## src/rtl/mul_div_unit.sv

```systemverilog
// Radix-2 iterative multiply/divide unit with HI/LO registers (MULT/MULTU/DIV/DIVU, MTHI/MTLO).
// Define MDU_SIGNED_EN to enable signed MULT/DIV via op_i[0]; otherwise every op is unsigned.
module mul_div_unit #(
  parameter int WIDTH = 32,
  parameter int CNT_W = $clog2(WIDTH) + 1
) (
  input  logic             clk_i,
  input  logic             rst_i,
  input  logic             start_i,
  input  logic [1:0]       op_i,
  input  logic [WIDTH-1:0] a_i,
  input  logic [WIDTH-1:0] b_i,
  input  logic             abort_i,
  input  logic             hilo_we_i,
  input  logic             hilo_sel_i,
  input  logic [WIDTH-1:0] hilo_data_i,
  output logic             busy_o,
  output logic             done_o,
  output logic [WIDTH-1:0] hi_o,
  output logic [WIDTH-1:0] lo_o
);

  typedef enum logic [1:0] {
    IDLE = 2'd0,
    RUN  = 2'd1,
    FIX  = 2'd2
  } state_t;

  state_t           state_q, state_d;
  logic [CNT_W-1:0] cnt_q, cnt_d;
  logic [WIDTH-1:0] acc_q, acc_d;
  logic [WIDTH-1:0] q_q, q_d;
  logic [WIDTH-1:0] b_q, b_d;
  logic [WIDTH-1:0] hi_q, hi_d;
  logic [WIDTH-1:0] lo_q, lo_d;
  logic             div_q, div_d;
  logic             dz_q, dz_d;
  logic             done_q, done_d;

  logic [WIDTH-1:0] a_mag, b_mag;
  logic [WIDTH:0]   mul_sum;
  logic [WIDTH:0]   div_rs;
  logic [WIDTH:0]   div_diff;
  logic [2*WIDTH-1:0] prod;
  logic [WIDTH-1:0] quo, rem;

`ifdef MDU_SIGNED_EN
  logic negp_q, negp_d;
  logic negr_q, negr_d;
  logic a_neg, b_neg;

  assign a_neg = op_i[0] & a_i[WIDTH-1];
  assign b_neg = op_i[0] & b_i[WIDTH-1];
  assign a_mag = a_neg ? -a_i : a_i;
  assign b_mag = b_neg ? -b_i : b_i;
`else
  logic unused_sign;

  assign unused_sign = op_i[0];
  assign a_mag = a_i;
  assign b_mag = b_i;
`endif

  // Shift-add keeps the product in {acc, q}; restoring divide shifts q into acc.
  assign mul_sum  = {1'b0, acc_q} + (q_q[0] ? {1'b0, b_q} : '0);
  assign div_rs   = {acc_q, q_q[WIDTH-1]};
  assign div_diff = div_rs - {1'b0, b_q};

  always_comb begin
    prod = {acc_q, q_q};
    quo  = q_q;
    rem  = acc_q;
`ifdef MDU_SIGNED_EN
    if (negp_q) begin
      prod = -prod;
      quo  = -quo;
    end
    if (negr_q) rem = -rem;
`endif
    if (dz_q) quo = '1;
  end

  always_comb begin
    state_d = state_q;
    cnt_d   = cnt_q;
    acc_d   = acc_q;
    q_d     = q_q;
    b_d     = b_q;
    hi_d    = hi_q;
    lo_d    = lo_q;
    div_d   = div_q;
    dz_d    = dz_q;
    done_d  = 1'b0;
`ifdef MDU_SIGNED_EN
    negp_d  = negp_q;
    negr_d  = negr_q;
`endif
    unique case (state_q)
      IDLE: begin
        if (hilo_we_i) begin
          if (hilo_sel_i) hi_d = hilo_data_i;
          else            lo_d = hilo_data_i;
        end
        if (start_i) begin
          state_d = RUN;
          cnt_d   = '0;
          acc_d   = '0;
          q_d     = a_mag;
          b_d     = b_mag;
          div_d   = op_i[1];
          dz_d    = op_i[1] & (b_i == '0);
`ifdef MDU_SIGNED_EN
          negp_d  = a_neg ^ b_neg;
          negr_d  = a_neg;
`endif
        end
      end
      RUN: begin
        if (abort_i) begin
          state_d = IDLE;
        end else begin
          if (div_q) begin
            q_d = {q_q[WIDTH-2:0], ~div_diff[WIDTH]};
            acc_d = div_diff[WIDTH] ? div_rs[WIDTH-1:0]
                                    : div_diff[WIDTH-1:0];
          end else begin
            acc_d = mul_sum[WIDTH:1];
            q_d   = {mul_sum[0], q_q[WIDTH-1:1]};
          end
          cnt_d = cnt_q + 1'b1;
          if (cnt_q == CNT_W'(WIDTH - 1)) state_d = FIX;
        end
      end
      FIX: begin
        state_d = IDLE;
        if (!abort_i) begin
          done_d = 1'b1;
          if (div_q) begin
            hi_d = rem;
            lo_d = quo;
          end else begin
            hi_d = prod[2*WIDTH-1:WIDTH];
            lo_d = prod[WIDTH-1:0];
          end
        end
      end
      default: state_d = IDLE;
    endcase
  end

  always_ff @(posedge clk_i or negedge rst_i) begin
    if (!rst_i) begin
      state_q <= IDLE;
      cnt_q   <= '0;
      acc_q   <= '0;
      q_q     <= '0;
      b_q     <= '0;
      hi_q    <= '0;
      lo_q    <= '0;
      div_q   <= 1'b0;
      dz_q    <= 1'b0;
      done_q  <= 1'b0;
    end else begin
      state_q <= state_d;
      cnt_q   <= cnt_d;
      acc_q   <= acc_d;
      q_q     <= q_d;
      b_q     <= b_d;
      hi_q    <= hi_d;
      lo_q    <= lo_d;
      div_q   <= div_d;
      dz_q    <= dz_d;
      done_q  <= done_d;
    end
  end

`ifdef MDU_SIGNED_EN
  always_ff @(posedge clk_i or negedge rst_i) begin
    if (!rst_i) begin
      negp_q <= 1'b0;
      negr_q <= 1'b0;
    end else begin
      negp_q <= negp_d;
      negr_q <= negr_d;
    end
  end
`endif

  assign busy_o = (state_q != IDLE);
  assign done_o = done_q;
  assign hi_o   = hi_q;
  assign lo_o   = lo_q;

endmodule
```

## config.mk

```make
export PLATFORM = sky130hd
export DESIGN_NAME = mul_div_unit
export DESIGN_NICKNAME = d
export VERILOG_FILES = /design/src/rtl/mul_div_unit.sv
export SDC_FILE = /design/constraint.sdc
export NUM_CORES = 1
export LEC_CHECK = 0
export ABC_CLOCK_PERIOD_IN_PS = 7100
export CORE_ASPECT_RATIO = 1.4
export CORE_MARGIN = 1
export CORE_UTILIZATION = 50
export DETAILED_ROUTE_END_ITERATION = 10
export MAX_ROUTING_LAYER = met4
export PLACE_DENSITY = 0.85
export SLEW_MARGIN = 20
export SYNTH_ARGS = -nofsm -noshare
export SYNTH_HDL_FRONTEND = slang
export SYNTH_SLANG_ARGS = --single-unit
```

## constraint.sdc

```tcl
create_clock -name clk_i -period 7.1 [get_ports clk_i]
set_input_delay 1.42 -clock clk_i [delete_from_list [all_inputs] [get_ports clk_i]]
set_output_delay 1.42 -clock clk_i [all_outputs]
set_load 0.01 [all_outputs]
```

==> impl_results.md, run 1 <==
* VDD IR-drop max at 0.213 mV
* Critical setup path kind: reg2reg
* Post-CTS Setup Bufs at 0
* Worst Hold Slack at 0.484 ns
* Slew Limit Fails at 0
* CP arrival at 4.47 ns
* Gr usage total at 30.1%
* CTS Root Cell: clkbuf_16
* DR vias at 10600
* CTS Buffer Depth at 2
* Leak pwr at 6.11 nW
* Crit-path max FO at 32
* Worst hold start: lo_o[12]$_DFFE_PN0P_
* Worst slew pin tran at 1.02 ns
* Cell row count at 64
* Fin util at 62.5%
* Fin worst setup slack at 2.97 ns
* DR WL/cell at 19.1 um
* Design Power at 4.59 mW
* Vias in the first global route at 10700
* Syn Std Cell Area at 0.0113 mm^2
* Worst setup startpoint: q_q[31]$_DFFE_PN0P_
* Final Hold Fails at 0
* CTS clk-pin slew, worst paths at 0.07 ns
* Primary FF master, synth: dfrtp_1
* Share of layout cells above drive strength 1 at 4.27%
* CTS tree: built
* Die Y at 180 um
* Yosys top cell area share at 37.8%
* Post-Syn Instances at 1287
* Seq/Total Area, Yosys at 37.8%
* Total I/O pin count at 170
* Most frequent cells in the layout: dfrtp_1 (170), clkdlybuf4s50_1 (167), nand2_1 (133)
* Worst Path Required at 7.44 ns
* H-Tree Depth at 4
* Tcrit/Tclk final at 58.1%
* CTS Buf Count at 17
* Dpl cell area at 0.0132 mm^2
* First drt pass iteration count at 6
* Grt total ovfl at 0
* Top cells by area, synth: dfrtp_1 (38%), mux2i_1 (7.8%), ha_1 (7.2%), o21ai_0 (5.6%), nand2_1 (4.4%)
* Die X-Extent at 129 um
* Routed Antenna Nets at 0
* Die area at 0.0232 mm^2
* Area growth syn-to-layout at 21.7%
* Post-route cell area at 0.0138 mm^2
* Final-report setup violation count at 0
* Vias/cell at 6.12
* DRT iter0 DRCs at 860
* Hold WC Path Type: reg2reg
* Distinct cells, synth at 63
* Initial antenna violation count at 1
* Largest net degree at the start of global routing at 98
* Cell Pwr Density at 334 mW/mm^2
* Dpl ws at 3.00 ns
* Gp weighted congestion at 0.980
* Post-CTS Hold Fix Bufs at 0
* Non-Filler Instances at 1728
* Placed cell count at 1695
* Setup TNS at 0 ns
* Slew headroom at 31.9%
* EDFF count, synth at 0
* Highest clock rate at 242 MHz
* Worst setup EP type: flop
* FF-to-FF Start: q_q[31]$_DFFE_PN0P_
* RSZ-0062 raised after global routing: false
* Commonest non-fill, non-tap cell in the layout: dfrtp_1
* # port buffers at 168
* Yosys warns at 0
* Starting density of the core at 51.4%
* Final Critical Period at 4.13 ns
* Synthesized net count at 1458
* Leading area contributor after synthesis: dfrtp_1
* Mapped Avg Cell Area at 8.79 um^2
* # fillers at 1835
* DRC viols at 0
* First-pass GRT wire length at 53200 um
* Nets at 1588
* Final HPWL DP at 23800 um
* Status: finished, final reports clean
* Clock latency on the worst-skew pair at 0.44 ns
* Clock sink total at 171
* Asr flop ratio synth at 100%
* Post-CTS Resized at 0
* Synthesized flop and latch total at 171
* CP Launch Type: flop
* Final WL at 33000 um
* Clk_skew at 0.00550 ns
* CORE AREA at 0.0220 mm^2
* Max-cap violations at 0
state kept, by name, summed over array words and instances (netlist names), 2 cells and up:
register and cells:
q_q 32, cnt_q 6, hi_o 32, lo_o 32, state_q 2, acc_q 32, b_q 32
power by group:
group	total [mW]	internal [mW]	switching, mW
logic	2.21	0.991	1.22
clock network	0.874	0.481	0.393
registers	1.51	1.22	0.285
total	4.59	2.69	1.90
cell usage after synthesis, drive strengths merged (13+ instances only):
| library cell | n |
|---|---|
| buf | 13 |
| ha | 65 |
| a221o | 26 |
| xnor2 | 27 |
| a22oi | 16 |
| xor2 | 27 |
| nor3 | 16 |
| nand2b | 20 |
| a21o | 32 |
| inv | 46 |
| dfrtp | 171 |
| mux2i | 88 |
| nor2 | 114 |
| a21oi | 98 |
| and2 | 34 |
| clkbuf | 57 |
| o21ai | 129 |
| nand3 | 13 |
| nand2 | 133 |
| o22ai | 34 |
metal layers:
layer	wire (um)	vias to the layer above	global-route usage, %
met5	0	-	-
met4	1530	0	16.6
met1	12800	5023	34.4
li1	-	4922	-
met2	16400	517	49.7
met3	2280	119	5.06
layout make-up:
cell class / instances / area, um^2 / share of cell area (%)
repair buffers: 181 / 1780 / 12.9
clock buffers: 21 / 440 / 3.20
multi-input cells: 1000 / 6620 / 48.1
diodes: 1 / 2.50 / 0.0182
inverters: 46 / 173 / 1.25
flip-flops and latches: 171 / 4280 / 31.1
well taps: 297 / 372 / 2.70
clock inverters: 11 / 98.8 / 0.718
logic make-up (layout without fill, tap and decap cells):
group | count (synthesis) | count (layout) | share of synthesized area [%]
flops | 171 | 171 | 37.8
fa+ha+maj | 67 | 67 | 7.54
buf+inv | 116 | 259 | 4.03
mux | 91 | 91 | 8.09
compound gates | 411 | 411 | 23.0
other cells | 0 | 1 | 0
simple gates | 377 | 377 | 15.3
xor+xnor | 54 | 54 | 4.25
worst paths after layout:
path	slack, ns	to	depth (start not counted)
setup / recovery	2.97	acc_q[1]$_DFFE_PN0P_	13
hold / removal	0.48	lo_o[12]$_DFFE_PN0P_	2
setup reg to reg	2.97	acc_q[1]$_DFFE_PN0P_	13
hold reg to reg	0.48	lo_o[12]$_DFFE_PN0P_	2
max in group asynchronous	4.88	div_q$_DFFE_PN0P_	2
min in group asynchronous	0.97	b_q[6]$_DFFE_PN0P_	1
critical path: stages (launching register included):
cell and delay (ns):
dfrtp_1 0.44, inv_1 0.09, ha_1 0.24, fa_1 0.40, nand2b_1 0.20, a21o_1 0.22
a211oi_1 0.43, o21ai_2 0.15, a21oi_1 0.36, o221ai_2 0.26, xnor2_4 0.17, buf_4 0.48
mux2_2 0.40, o21ai_0 0.17
No activity file was read; power rests on OpenSTA's default activity.
==> run 2, diff against run 1 <==
- ABC_CLOCK_PERIOD_IN_PS: 7100 -> 4200
- clock period: 7.1 -> 4.2 ns (I/O delays scaled with it)
==> run 2 against run 1 <==
Routed wire length rose by 1.0%. Maximum frequency up 7.5%. Die area unchanged. First-iteration DRC count shrank 5.2%. Highest routed layer unchanged.
==> impl_results.md, run 2 (synthesis gave the netlist of run 1 again) <==
* Status: finished, final reports clean
* Initial antenna violation count at 1
* Area of the multi-input gates at 0.00662 mm^2
* Largest net degree at the start of global routing at 85
* Post-CTS Hold Fix Bufs at 0
* Bufs and invs on worst path at 2
* CTS clk-pin slew, worst paths at 0.06 ns
* CTS Buffer Depth at 2
* Post-CTS Resized at 0
* Leak pwr at 6.20 nW
* DR vias at 10600
* Clock latency on the worst-skew pair at 0.45 ns
* Vias/cell at 6.11
* R2R Path End: acc_q[8]$_DFFE_PN0P_
* Final Hold Fails at 0
* DRC viols at 0
* Cell Chain, Critical Path: inv_1, ha_1, fa_1, nand2b_1, a21o_1, a211oi_1, o21ai_2, a21oi_1, o221ai_2, xnor2_4, buf_12, mux2i_1, o221ai_1
* Die Y at 180 um
* Clock sink total at 171
* First-pass GRT wire length at 53100 um
* Worst slew pin tran at 1.04 ns
* FF-to-FF setup slack at 0.36 ns
* Worst setup EP type: flop
* VDD IR-drop max at 0.371 mV
* Final WL at 33300 um
* CP arrival at 4.13 ns
* Final Critical Period at 3.84 ns
* Cell row count at 64
* Gp weighted congestion at 0.970
* Max-cap violations at 0
* Starting density of the core at 51.4%
* Grt total ovfl at 0
* Worst Path Required at 4.49 ns
* CP Launch Type: flop
* CORE AREA at 0.0220 mm^2
* Post-CTS Setup Bufs at 0
* CTS Root Cell: clkbuf_16
* Reg2reg path depth at 13
* Routed Antenna Nets at 0
* Final-report setup violation count at 0
* Area growth syn-to-layout at 23.0%
* Final HPWL DP at 24400 um
* RSZ-0062 raised after global routing: false
* # fillers at 1802
* Tcrit/Tclk final at 91.4%
* DRT iter0 DRCs at 815
* Commonest non-fill, non-tap cell in the layout: dfrtp_1
* Dpl ws at 0.429 ns
* Most frequent cells in the layout: dfrtp_1 (170), clkdlybuf4s50_1 (167), nand2_1 (133)
* H-Tree Depth at 4
* CP delay by family, top: compound AO/OA/AOI/OAI gates
* Total I/O pin count at 170
* Cell Pwr Density at 569 mW/mm^2
* Share of layout cells above drive strength 1 at 5.14%
* Highest clock rate at 260 MHz
* Vias in the first global route at 10500
* Fin worst setup slack at 0.360 ns
* CTS Buf Count at 17
* Die X-Extent at 129 um
* Clk_skew at 0.0116 ns
* # port buffers at 168
* Slew Limit Fails at 0
* Slew headroom at 30.9%
* DR WL/cell at 19.2 um
* Register Area at 0.00428 mm^2
* FF-to-FF Start: q_q[31]$_DFFE_PN0P_
* Crit-path max FO at 15
* Nets at 1599
* Slowest CP cell: a211oi_1
* First drt pass iteration count at 5
* CTS tree: built
* Hold WC Path Type: in2async
* Die area at 0.0232 mm^2
* Setup TNS at 0 ns
* Critical setup path kind: reg2reg
* Max incr delay on CP at 0.43 ns
* Gr usage total at 30.2%
==> run 2: cell types whose count changed in the layout (fill, tap and decap cells not counted), sizes merged <==
| cell | before | now |
|---|---|---|
| buf | 14 | 25 |
| bufinv | 1 | 2 |
| clkbuf | 21 | 19 |
| clkinv | 7 | 10 |
| clkinvlp | 3 | 0 |
==> run 2: metrics by stage <==
| stage | instances | hold slack, ns | total power [mW] | instance area, um^2 | util (%) |
|---|---|---|---|---|---|
| 2_1_floorplan | 1287 | 0.449 | 5.00 | 11300 | - |
| 3_3_place_gp | 1706 | 0.460 | 6.18 | 13300 | 60.6 |
| 3_5_place_dp | 1706 | 0.469 | 6.28 | 13300 | 60.6 |
| 4_1_cts | 1737 | 0.483 | 7.85 | 13900 | 63.2 |
| 5_1_grt | 1738 | 0.507 | 8.39 | 13900 | 63.2 |
| 6_report | 1738 | 0.451 | 7.91 | 13900 | 63.2 |
==> run 2: layer usage <==
metal  GRT usage [%]  part of all wire (%)  vias to the layer above
met5               -                     0                        -
met4            17.1                   4.9                        0
met3            3.81                   5.8                      119
met2            48.6                    49                      455
met1            36.2                    41                     5088
li1                -                     -                     4951
==> run 2: how the worst max path moves through the flow <==
stage          cells past startpoint                start                     to
2_1_floorplan                     12  q_q[31]$_DFFE_PN0P_  acc_q[17]$_DFFE_PN0P_
3_3_place_gp                      13  q_q[31]$_DFFE_PN0P_   acc_q[8]$_DFFE_PN0P_
3_5_place_dp                      13  q_q[31]$_DFFE_PN0P_   acc_q[8]$_DFFE_PN0P_
4_1_cts                           13  q_q[31]$_DFFE_PN0P_   acc_q[8]$_DFFE_PN0P_
5_1_grt                           13  q_q[31]$_DFFE_PN0P_   acc_q[8]$_DFFE_PN0P_
6_report                          13  q_q[31]$_DFFE_PN0P_   acc_q[8]$_DFFE_PN0P_
==> run 2: power breakdown <==
group          switching, mW  internal [mW]
Combinational           2.06           1.72
Clock                  0.677          0.884
Sequential             0.508           2.06
==> run 2: layout make-up <==
| class | count | area share (%) |
|---|---|---|
| Multi-Input combinational cell | 1000 | 47.6 |
| Sequential cell | 171 | 30.8 |
| Timing Repair Buffer | 192 | 13.7 |
| Clock buffer | 19 | 3.18 |
| Tap cell | 297 | 2.67 |
| Inverter | 46 | 1.24 |
| Clock inverter | 12 | 0.899 |
| Antenna cell | 1 | 0.0180 |
